**config.mk**
```make
export PLATFORM = sky130hd
export DESIGN_NAME = traffic_phase_ctrl
export DESIGN_NICKNAME = d
export VERILOG_FILES = /design/src/rtl/traffic_phase_ctrl.sv
export SDC_FILE = /design/constraint.sdc
export NUM_CORES = 1
export LEC_CHECK = 0
export BUFFER_PORTS_ARGS = -buffer_cell sky130_fd_sc_hd__buf_4
export CAP_MARGIN = 20
export CORE_AREA = 2 2 52 54
export DETAILED_ROUTE_END_ITERATION = 16
export DIE_AREA = 0 0 54 56
export SKIP_LAST_GASP = 1
export SYNTH_ARGS = -nofsm -noshare
export SYNTH_HDL_FRONTEND = slang
export SYNTH_SLANG_ARGS = --single-unit
```
**constraint.sdc**
```tcl
create_clock -name clk -period 3.6 [get_ports clk]
set_input_delay 0.54 -clock clk [delete_from_list [all_inputs] [get_ports clk]]
set_output_delay 0.54 -clock clk [all_outputs]
set_load 0.05 [all_outputs]
```
**src/rtl/traffic_phase_ctrl.sv**
```systemverilog
// Two-way intersection phase sequencer: walks the fixed NS/EW light cycle on
// 1 Hz ticks, shortens green on a latched pedestrian request, and drives
// registered lamp outputs plus the remaining-seconds display.
module traffic_phase_ctrl #(
  parameter int unsigned pGREEN   = 30,
  parameter int unsigned pYELLOW  = 3,
  parameter int unsigned pALL_RED = 2,
  parameter int unsigned pPED_CUT = 5,
  localparam int unsigned pMAX_LEN =
    (pGREEN >= pYELLOW && pGREEN >= pALL_RED) ? pGREEN :
    (pYELLOW >= pALL_RED) ? pYELLOW : pALL_RED,
  localparam int unsigned pCNT_WIDTH = $clog2(pMAX_LEN + 1)
) (
  input  logic                  clk,
  input  logic                  rst,
  input  logic                  sec_tick,
  input  logic                  en,
  input  logic                  ped_req,
  output logic                  ped_ack,
  output logic [2:0]            ns_light,
  output logic [2:0]            ew_light,
  output logic [pCNT_WIDTH-1:0] remain,
  output logic                  phase_last,
  output logic                  phase_pre_last,
  output logic [2:0]            state_dbg
);

  typedef enum logic [2:0] {
    StArNs = 3'd0,
    StNsG  = 3'd1,
    StNsY  = 3'd2,
    StArEw = 3'd3,
    StEwG  = 3'd4,
    StEwY  = 3'd5
  } state_e;

  localparam logic [pCNT_WIDTH-1:0] GreenLd  = pCNT_WIDTH'(pGREEN - 1);
  localparam logic [pCNT_WIDTH-1:0] YellowLd = pCNT_WIDTH'(pYELLOW - 1);
  localparam logic [pCNT_WIDTH-1:0] AllRedLd = pCNT_WIDTH'(pALL_RED - 1);
  localparam logic [pCNT_WIDTH-1:0] PedCutLd = pCNT_WIDTH'(pPED_CUT - 1);
  localparam logic [pCNT_WIDTH-1:0] CntOne   = pCNT_WIDTH'(1);

  // State kept as raw bits so the unused encodings 6/7 stay observable and recoverable.
  logic [2:0]            state_q;
  state_e                state_d;
  logic [pCNT_WIDTH-1:0] cnt_q, cnt_d;
  logic                  ped_pend_q, ped_pend_d;
  logic                  ped_ack_q, ped_ack_d;
  logic [2:0]            ns_q, ns_d;
  logic [2:0]            ew_q, ew_d;

  // Successor decode for the current phase and its reload value.
  state_e                succ;
  logic [pCNT_WIDTH-1:0] succ_ld;
  logic                  legal, in_green, in_yellow;

  always_comb begin
    succ      = StArNs;
    succ_ld   = AllRedLd;
    legal     = 1'b1;
    in_green  = 1'b0;
    in_yellow = 1'b0;
    case (state_q)
      StArNs: begin succ = StNsG;  succ_ld = GreenLd;  end
      StNsG:  begin succ = StNsY;  succ_ld = YellowLd; in_green  = 1'b1; end
      StNsY:  begin succ = StArEw; succ_ld = AllRedLd; in_yellow = 1'b1; end
      StArEw: begin succ = StEwG;  succ_ld = GreenLd;  end
      StEwG:  begin succ = StEwY;  succ_ld = YellowLd; in_green  = 1'b1; end
      StEwY:  begin succ = StArNs; succ_ld = AllRedLd; in_yellow = 1'b1; end
      default: legal = 1'b0;
    endcase
  end

  // Next-state: illegal recovery, then pedestrian clamp, then tick decrement/advance.
  always_comb begin
    state_d    = state_e'(state_q);
    cnt_d      = cnt_q;
    ped_pend_d = ped_pend_q | ped_req;
    ped_ack_d  = 1'b0;
    if (!legal) begin
      state_d = StArNs;
      cnt_d   = AllRedLd;
    end else if (en) begin
      if (in_green && ped_pend_q && (cnt_q > PedCutLd)) begin
        cnt_d = PedCutLd;
      end else if (sec_tick) begin
        if (cnt_q != '0) begin
          cnt_d = cnt_q - CntOne;
        end else begin
          state_d = succ;
          cnt_d   = succ_ld;
          if (in_yellow && ped_pend_q) begin
            ped_ack_d  = 1'b1;
            // A request present on the service cycle is kept for the next green.
            ped_pend_d = ped_req;
          end
        end
      end
    end
  end

  // Lamp decode from the next state so lamps register on the same edge as the state.
  always_comb begin
    ns_d = 3'b100;
    ew_d = 3'b100;
    case (state_d)
      StNsG:   ns_d = 3'b001;
      StNsY:   ns_d = 3'b010;
      StEwG:   ew_d = 3'b001;
      StEwY:   ew_d = 3'b010;
      default: ;
    endcase
  end

  // State, count, pedestrian and lamp registers with synchronous reset.
  always_ff @(posedge clk) begin
    if (rst) begin
      state_q    <= StArNs;
      cnt_q      <= AllRedLd;
      ped_pend_q <= 1'b0;
      ped_ack_q  <= 1'b0;
      ns_q       <= 3'b100;
      ew_q       <= 3'b100;
    end else begin
      state_q    <= state_d;
      cnt_q      <= cnt_d;
      ped_pend_q <= ped_pend_d;
      ped_ack_q  <= ped_ack_d;
      ns_q       <= ns_d;
      ew_q       <= ew_d;
    end
  end

  assign ped_ack        = ped_ack_q;
  assign ns_light       = ns_q;
  assign ew_light       = ew_q;
  assign remain         = cnt_q;
  assign phase_last     = (cnt_q == '0);
  assign phase_pre_last = (cnt_q == CntOne);
  assign state_dbg      = state_q;

endmodule

```
==> reports/metrics.cfg <==
[status]
status = finished clean

[sta]
slew_viol_final = 0
timing.final.crit_share = 0.693
finalSetupViolations = 0
fmax_ghz = 0.401
period_needed_ns = 2.50
finClkSkew_ns = 0.00526
rsz0062_at_grt = false
hold_violations = 0
tns_ns = 0
slew_headroom = 0.688
tightest_slew_ns = 0.464

[critical_path]
crit_type = reg2out
slowest_delay_ns = 0.64
crit_fanout = 7
rrSetupSlack_ns = 1.49
cpMaxStageDelayCell = or4b_1
setup.worst_path.start_class = flop
end_kind = output port
cp_data_arrival_time_ns = 1.96
cp_cell_sequence = inv_1 -> ha_1 -> or4b_1 -> inv_2 -> buf_4
worstPathRequired_ns = 3.06

[clocking]
cts_tree = yes
htreeDepth = 1
root_buffer = clkbuf_4
path_clk_slew_ns = 0.10
cts_made_buffers = 3
clkLatencyLatePin_ns = 0.28
clockBufferDepth = 2
clock_sinks = 16
post_cts_buffers = 0
postCtsResizedCells = 0
cts_hold_buf = 0

[floorplan]
die-height_um = 56
die_area_um2 = 3020
io-pin-count = 22
core_um2 = 2430
row_count = 18
die_w_um = 54
start_util = 0.350

[grt]
grtUsageTotal = 0.124
grt_pass1_vias = 670
grt_max_degree = 14
grt_first_pass_wirelength_mm = 2.88
antenna_found_initial = 0
grt_remaining_overflow = 0

[final_layout]
layout-area-overhead-vs-synth_pct = 22.2
nets = 129
n_antenna_cell = 0
drive_gt1_frac = 0.250
final_common_cell = buf_4
final_area_um2 = 1040
mostFrequentLayoutCells = buf_4 (21), dfxtp_1 (16), nor2_1 (9), a21oi_1 (9), nand2_1 (9)

[power]
p_comb_frac = 0.247
p_per_area_nw_per_um2 = 398
leakage_nw = 0.460
switching_share = 0.323
seq_power_share = 0.466
power_frac_clock = 0.287
peakVddDrop_mv = 0.306
p_switching_w = 0.000134
internal_power_w = 0.000280

[yosys]
syn_nets = 108
synth_edf_count = 0
netlist_instances = 100
synthFlopType = dfxtp_1
yosysWarnings = 0
yosys.cell_types.count = 36
ys_seq_area_frac = 0.376
synth-seq-cells = 16
syn_area_um2 = 851
synth-async-reset-ratio = 0
syn_avg_cell_area_um2 = 8.51

[worst_hold_path]
min_path_type = in2reg

[place]
dpl_cell_area_um2 = 1000
place.gp.congestion = 0.802
hpwl_mm = 1.31
port_buffers = 21

[routing]
num_vias = 748
ant_nets = 0
drc_errors = 0
routed_wl_mm = 1.76
drt-initial-drc-count = 5
wire_per_inst_um = 11.7
viasPerCell = 4.99
drt_first_pass_iters = 4

[flow_run]
max_cap_violations = 0

-- layer usage --
layer | part of all wire | GRT usage | vias up
met5 | 0 | 0 | -
met2 | 0.48 | 0.197 | 22
met1 | 0.46 | 0.161 | 335
met4 | 0 | 0.0107 | 0
li1 | - | - | 391
met3 | 0.059 | 0.0511 | 0
-- worst max-delay path, delay by kind of cell, from the launching register on --
| kind | cells | cell delay (ns) |
|---|---|---|
| adder cells (fa/ha/maj) | 1 | 0.18 |
| buffers and inverters | 3 | 0.49 |
| flip-flops | 1 | 0.35 |
| AND/OR/NAND/NOR | 1 | 0.64 |
-- synthesized netlist by cell type (2+ instances only) --
cell,n,area (um2)
nor2_1,9,33.8
buf_6,3,33.8
nand3_1,4,20.0
xnor2_1,2,17.5
dfxtp_1,16,320
a21oi_1,9,45.0
nand3b_1,2,15.0
nor3_1,8,40.0
o21ai_0,2,10.0
nor3b_1,2,15.0
a21boi_0,2,15.0
inv_1,4,15.0
ha_1,3,37.5
nor2b_1,2,12.5
xor2_1,3,26.3
nand2_1,9,33.8
-- path summary, 6_finish.rpt --
check                               from                     end  cells after the start
setup / recovery  remain[1]$_SDFFE_PP0P_              phase_last                      5
hold / removal                   ped_req   ped_pend_q$_SDFF_PP0_                      3
setup reg to reg  remain[1]$_SDFFE_PP0P_  ns_light[2]$_SDFF_PP1_                      7
hold reg to reg   remain[1]$_SDFFE_PP0P_  remain[1]$_SDFFE_PP0P_                      2
-- per-stage QoR --
| stage | std cells | worst slack, ns | utilization | hold slack, ns | power (W) |
|---|---|---|---|---|---|
| 6_report | 150 | 1.10 | 0.427 | 0.470 | 0.000413 |
| 5_1_grt | 150 | 0.983 | 0.427 | 0.474 | 0.000438 |
| 4_1_cts | 150 | 1.09 | 0.427 | 0.462 | 0.000420 |
| 3_5_place_dp | 146 | 1.42 | 0.413 | 0.491 | 0.000299 |
| 3_3_place_gp | 146 | 1.48 | 0.413 | 0.469 | 0.000299 |
| 2_1_floorplan | 100 | 1.40 | - | 0.451 | 0.000274 |
-- sequential cells by signal, indices dropped and copies added (netlist names) --
register and count:
ns_light 3, ew_light 3, state_dbg 3, ped_ack 1, ped_pend_q 1, remain 5
-- cell type report --
cell class	count	area, um2
Tap cell	30	37.5
Fill cell	255	1390
Timing Repair Buffer	21	158
Multi-Input combinational cell	74	469
Sequential cell	16	320
Inverter	5	18.8
Clock buffer	4	36.3
-- kinds of logic after synthesis --
logic type | share of synthesized area
muxes | 0.0132
adders and majority gates | 0.0441
DFF | 0.376
and+or+nand+nor | 0.294
buffers and inverters | 0.0720
AOI/OAI and AO/OA | 0.149
xor gates and xnor gates | 0.0515
-- power by group through the flow --
stage / registers [W] / logic (W) / clock network [W]
after floorplan: 0.000214 / 0.0000597 / 0
after global placement: 0.000197 / 0.000103 / 0
after detailed placement: 0.000197 / 0.000103 / 0
after CTS: 0.000193 / 0.000103 / 0.000124
after global routing: 0.000194 / 0.000112 / 0.000131
final: 0.000193 / 0.000102 / 0.000119
No activity file was read; power rests on OpenSTA's default activity.
